--- src/rtl/sar_adc_pkg.sv ---
// Purpose: shared constants and state type for the SAR ADC capture path.
// Latency: n/a (declarations only).
// Backpressure: n/a.
package sar_adc_pkg;

   // Default DAC / result width in bits.
   localparam int SAR_WIDTH       = 8;
   // Default comparator synchronizer depth.
   localparam int SAR_SYNC_STAGES = 2;
   // The phase counter must reach S + SYNC_STAGES = 257 when S = 255, so 9 bits.
   localparam int PHASE_CNT_W     = 9;

   typedef enum logic [1:0] {
      IDLE,
      CONVERT,
      FINISH
   } state_t;

endpackage

--- src/rtl/sync_ff.sv ---
// Purpose: STAGES-deep flop chain bringing an async pad input into the clk domain.
// Latency: STAGES cycles from d to q.
// Backpressure: none; samples every cycle.
//
// Ports:
//   clk - sampling clock
//   rst - synchronous active-high reset, clears every stage to 0
//   d   - asynchronous input
//   q   - synchronized output (last stage of the chain)
module sync_ff #(
   parameter int STAGES = 2,
   parameter int WIDTH  = 1
) (
   input  logic             clk,
   input  logic             rst,
   input  logic [WIDTH-1:0] d,
   output logic [WIDTH-1:0] q
);

   logic [WIDTH-1:0] chain [STAGES];

   always_ff @(posedge clk) begin
      if (rst) begin
         for (int i = 0; i < STAGES; i++) begin
            chain[i] <= '0;
         end
      end else begin
         chain[0] <= d;
         for (int i = 1; i < STAGES; i++) begin
            chain[i] <= chain[i-1];
         end
      end
   end

   assign q = chain[STAGES-1];

endmodule

--- src/rtl/sar_adc_control.sv ---
// Purpose: successive-approximation controller driving the R2R DAC and binary-searching the comparator.
// Latency: 8*(settle_cycles + SYNC_STAGES + 1) cycles from the start edge to the done pulse.
// Backpressure: none; start is ignored while busy or finishing, nothing is queued.
//
// Ports:
//   clk           - system clock
//   rst           - synchronous active-high reset (priority over start/continuous)
//   start         - begin a conversion, honoured only in IDLE
//   continuous    - relaunch automatically when a conversion completes
//   settle_cycles - extra DAC settle cycles per bit, latched at conversion start
//   comp_in       - async comparator, 1 when Vin >= Vdac
//   r2r_out       - trial / final code to the DAC
//   result        - last completed conversion
//   busy          - conversion in progress (stays high across continuous relaunches)
//   done          - one-cycle pulse when result is updated
module sar_adc_control
   import sar_adc_pkg::*;
#(
   parameter int WIDTH       = SAR_WIDTH,
   parameter int SYNC_STAGES = SAR_SYNC_STAGES
) (
   input  logic             clk,
   input  logic             rst,
   input  logic             start,
   input  logic             continuous,
   input  logic [7:0]       settle_cycles,
   input  logic             comp_in,
   output logic [WIDTH-1:0] r2r_out,
   output logic [WIDTH-1:0] result,
   output logic             busy,
   output logic             done
);

   localparam int PTR_W = (WIDTH > 1) ? $clog2(WIDTH) : 1;
   localparam logic [WIDTH-1:0] MSB_CODE = {1'b1, {(WIDTH-1){1'b0}}};

   state_t                 state, state_n;
   logic [PTR_W-1:0]       ptr, ptr_n;
   logic [PHASE_CNT_W-1:0] cnt, cnt_n;
   logic [7:0]             s_lat, s_lat_n;
   logic [WIDTH-1:0]       r2r_q, r2r_n;
   logic [WIDTH-1:0]       result_q, result_n;
   logic                   busy_q, busy_n;
   logic                   done_q, done_n;

   logic                   comp_s;
   logic                   phase_last;
   logic                   launch;
   logic [WIDTH-1:0]       trial;

   sync_ff #(
      .STAGES (SYNC_STAGES),
      .WIDTH  (1)
   ) u_comp_sync (
      .clk (clk),
      .rst (rst),
      .d   (comp_in),
      .q   (comp_s)
   );

   // The last cycle of a bit phase is when cnt == T-1 = S + SYNC_STAGES;
   // by then comp_s reflects the comparator response to the current trial.
   assign phase_last = (cnt == ({1'b0, s_lat} + PHASE_CNT_W'(SYNC_STAGES)));

   // A new conversion begins from IDLE on start, or straight out of FINISH
   // in continuous mode (busy never drops in that case).
   assign launch = ((state == IDLE) && start) || ((state == FINISH) && continuous);

   always_ff @(posedge clk) begin
      if (rst) begin
         state    <= IDLE;
         ptr      <= '0;
         cnt      <= '0;
         s_lat    <= '0;
         r2r_q    <= '0;
         result_q <= '0;
         busy_q   <= 1'b0;
         done_q   <= 1'b0;
      end else begin
         state    <= state_n;
         ptr      <= ptr_n;
         cnt      <= cnt_n;
         s_lat    <= s_lat_n;
         r2r_q    <= r2r_n;
         result_q <= result_n;
         busy_q   <= busy_n;
         done_q   <= done_n;
      end
   end

   always_comb begin
      state_n  = state;
      ptr_n    = ptr;
      cnt_n    = cnt;
      s_lat_n  = s_lat;
      r2r_n    = r2r_q;
      result_n = result_q;
      busy_n   = busy_q;
      done_n   = 1'b0;

      // Decided code for the current bit, with the next lower bit raised as
      // the following trial. Only bit set/clear, no arithmetic on the code.
      trial      = r2r_q;
      trial[ptr] = comp_s;
      if (ptr != '0) begin
         trial[ptr - PTR_W'(1)] = 1'b1;
      end

      case (state)
         IDLE: begin
            // r2r_out and result hold the last final code.
         end

         CONVERT: begin
            if (phase_last) begin
               cnt_n = '0;
               r2r_n = trial;
               if (ptr == '0) begin
                  result_n = trial;
                  done_n   = 1'b1;
                  state_n  = FINISH;
               end else begin
                  ptr_n = ptr - PTR_W'(1);
               end
            end else begin
               cnt_n = cnt + PHASE_CNT_W'(1);
            end
         end

         FINISH: begin
            state_n = IDLE;
            busy_n  = 1'b0;
         end

         default: begin
            state_n = IDLE;
            busy_n  = 1'b0;
         end
      endcase

      if (launch) begin
         state_n = CONVERT;
         s_lat_n = settle_cycles;
         ptr_n   = PTR_W'(WIDTH - 1);
         cnt_n   = '0;
         r2r_n   = MSB_CODE;
         busy_n  = 1'b1;
      end
   end

   assign r2r_out = r2r_q;
   assign result  = result_q;
   assign busy    = busy_q;
   assign done    = done_q;

endmodule

--- config.mk ---
export PLATFORM = sky130hd
export DESIGN_NAME = sar_adc_control
export DESIGN_NICKNAME = d
export VERILOG_FILES = /design/src/rtl/sar_adc_pkg.sv /design/src/rtl/sync_ff.sv /design/src/rtl/sar_adc_control.sv
export SDC_FILE = /design/constraint.sdc
export NUM_CORES = 1
export LEC_CHECK = 0
export CORE_UTILIZATION = 54
export CTS_CLUSTER_SIZE = 25
export DETAILED_ROUTE_END_ITERATION = 6
export GPL_TIMING_DRIVEN = 0
export PLACE_DENSITY = 0.88
export REMOVE_ABC_BUFFERS = 1
export SYNTH_ARGS = -nofsm -noshare
export SYNTH_HDL_FRONTEND = slang
export SYNTH_SLANG_ARGS = --single-unit
--- constraint.sdc ---
create_clock -name clk -period 2.3 [get_ports clk]
set_input_delay 0.46 -clock clk [delete_from_list [all_inputs] [get_ports clk]]
set_output_delay 0.46 -clock clk [all_outputs]
set_load 0.02 [all_outputs]
==> run metrics <==
DRT met1 WL between 2000 and 2500 microns; layout cells sized above 1 0.0862; vias in the first global route between 1,500 and 2,000; row cnt 22; critical path endpoint category flip-flop; ys async rst share 0; area grow syn2layout 21.9%; grt ovf 0; Final setup viols 0; hold wc startpoint u_comp_sync.chain[0][0]; Worst Skew between 0.01 and 0.015 ns; top cell type's share of synthesized area 0.396; vias per std cell roughly 5.6; RSZ-0062 raised after global routing false; PortBufs 30; crit-path max FO 7; Reg2Reg Setup Slack between 0.1 and 0.15 ns; Internal 1170 uW; nature of the critical path startpoint flip-flop; outcome complete, no violations; # nets final around 310; Post-Syn Area between 2000 and 2500 sq um; Starting Density 0.571; Worst Path Buf+Inv 1; Reg clk slew, reported paths approximately 0.08 ns; synth cell count leaders 42 x dfxtp_1, 35 x nand2_1, 25 x o21ai_0; Worst Hold End u_comp_sync.chain[0][1]; cts bufs inserted 5; DIE AREA about 4200 sq um; RD Place Congestion approximately 0.77; Clock Power Share 0.366; Routed WL per cell 13.5 microns; Worst path top cell family by delay simple AND/OR/NAND/NOR gates; DRT iter0 DRCs 160; register area share after synthesis 0.396; final WL 4560 microns; max frequency ~0.46 GHz; Max rail drop VDD 0.428 mV; slew margin rel. 0.407; placed instance area between 2000 and 2500 sq um; Pwr Density a little over 600 nW/um^2; total number of vias between 1,500 and 2,000; LEAKAGE 0.000905 uW; GRT Total Usage 0.235; Yosys top cell by area dfxtp_1; worst hold stages 1; io pins 31; crit path DAT between 2 and 2.5 ns; WS Path Type reg -> reg; final worst path period need 2.17 ns; TritonRoute pass-1 iters 4; final period utilization 0.942; Final ANT Viol Nets 0; clock root cell clkbuf_8; critical-path cell list nand4_1 > or3_1 > a21oi_2 > o2111a_2 > buf_4 > mux2i_1 > nor2_1; core area 3720 sq um; Mapped Avg Cell Area a little over 8 sq um; most common cell in the netlist dfxtp_1; CTS tree yes; Longest Clk Path Bufs 2; clock latency on the worst-skew pair approximately 0.3 ns; Sink Count 42; reg2reg end r2r_out[1]; sw power 415 uW; Logic pwr share 0.142; Reg power frac 0.493; post-synthesis register bit count 42; HPWL Detailed roughly 3200 microns; Setup TNS 0 ns; Syn Inst Count 260; Final Util 0.696; initial antenna violation count 0; Final Hold Fails 0; R2R depth 7; n_diodes 0; Synth Flop Type dfxtp_1; final non-filler cell total between 300 and 400; largest cells by area after synthesis dfxtp_1 40%, nand2_1 6.2%, o21ai_0 5.9%; reg-to-reg startpoint s_lat[3]; slowest cell on the critical path dfxtp_1; number of remaining DRC errors 0; largest net degree at the start of global routing 27; CP max stage delay roughly 0.46 ns; Die Height ~65 microns; Critical Path RT about 2.5 ns; first-pass GRT wire length around 7500 microns; HP Class reg -> reg; highest routed layer met4; Yosys Warn Count 0; Max-Cap Viols 0; met3 routed WL between 200 and 250 microns; Slew @ Worst Pin 0.887 ns; final instance area ~2600 sq um; Die W 64.7 microns; switch share 0.262; CTS HTree Levels 2; synth unique cells 40; Post-synth EDFFs 0; metal2 WL about 2200 microns; dpl cells 326; Slew Viols, Final 0
-- final cells by class --
cell class                      instances  area, sq um
Clock inverter                          2         37.5
Multi-Input combinational cell        202         1220
Inverter                                4         15.0
Tap cell                               48         60.1
Clock buffer                            6         72.6
Sequential cell                        42          847
Timing Repair Buffer                   34          330
Fill cell                             284         1130
-- worst register-to-register path: stages, from the launching register on --
cell and delay (ns):
dfxtp_1 0.46, nand4_1 0.20, or3_1 0.40, a21oi_2 0.27
o2111a_2 0.29, buf_4 0.18, mux2i_1 0.20, nor2_1 0.05
-- state kept, by name, summed over array words and instances, names as in the netlist --
| register | count |
|---|---|
| busy | 1 |
| r2r_out | 8 |
| ptr | 3 |
| state | 2 |
| done | 1 |
| s_lat | 8 |
| u_comp_sync.chain | 2 |
| result | 8 |
| cnt | 9 |
-- layer usage --
metal | vias up | track usage
met2 | 52 | 0.396
met5 | - | 0
met1 | 877 | 0.282
met3 | 9 | 0.0599
met4 | 0 | 0.0917
li1 | 966 | -
-- cells by family after synthesis --
| kind of cell | share of synthesized area |
|---|---|
| xor gates and xnor gates | 0.0578 |
| buffers and inverters | 0.0365 |
| AOI/OAI and AO/OA | 0.187 |
| muxes | 0.0519 |
| adders and majority gates | 0.0236 |
| DFF | 0.396 |
| and+or+nand+nor | 0.248 |
-- worst max-delay path by stage --
| stage | start | endpoint | slack [ns] | depth (start not counted) |
|---|---|---|---|---|
| after floorplan | s_lat[1] | ptr[2] | -0.14 | 7 |
| after global placement | s_lat[1] | ptr[2] | -0.38 | 7 |
| after detailed placement | s_lat[1] | ptr[2] | -0.45 | 7 |
| after CTS | s_lat[1] | result[7] | 0.02 | 7 |
| after global routing | s_lat[3] | r2r_out[6] | 0.002 | 7 |
| final | s_lat[3] | r2r_out[1] | 0.13 | 7 |
-- power by group through the flow --
stage / clock (uW) / sequential [uW] / combinational, uW
2_1_floorplan: 0 / 791 / 144
3_3_place_gp: 0 / 793 / 211
3_5_place_dp: 0 / 794 / 218
4_1_cts: 590 / 777 / 222
5_1_grt: 621 / 784 / 251
6_report: 578 / 779 / 225
-- metrics by stage --
| stage | worst slack, ns | hold slack [ns] | total power, uW |
|---|---|---|---|
| after floorplan | -0.136 | 0.414 | 935 |
| after global placement | -0.381 | 0.421 | 1000 |
| after detailed placement | -0.453 | 0.422 | 1010 |
| after CTS | 0.0212 | 0.441 | 1590 |
| after global routing | 0.00243 | 0.457 | 1660 |
| final | 0.133 | 0.438 | 1580 |
-- cell usage in the layout (no fill, tap or decap), types with 2 or more instances in the layout --
cell,count
nand2_1,35
buf_4,4
dfxtp_2,2
xnor2_1,5
nand3_1,16
nor2_1,22
xor2_1,9
nor3_1,4
nand4_1,4
ha_1,3
and3_1,2
inv_1,3
clkbuf_8,5
o21ai_0,25
nor2b_1,6
clkdlybuf4s50_1,30
mux2i_1,11
dfxtp_1,39
nand2b_1,6
a21o_1,2
a31oi_1,2
a21oi_1,24
a21boi_0,2
or3_1,4
-- what timing repair did --
| action | in CTS | in global routing |
|---|---|---|
| buffers inserted | 4 | 0 |
| hold buffers | 0 | 0 |
| gates resized for setup | 1 | 9 |
| hold endpoints to repair | 0 | 0 |
| setup endpoints to repair | 19 | 25 |
| pin swaps | 0 | 1 |
Note: power is estimated with default switching activity, not from simulation.
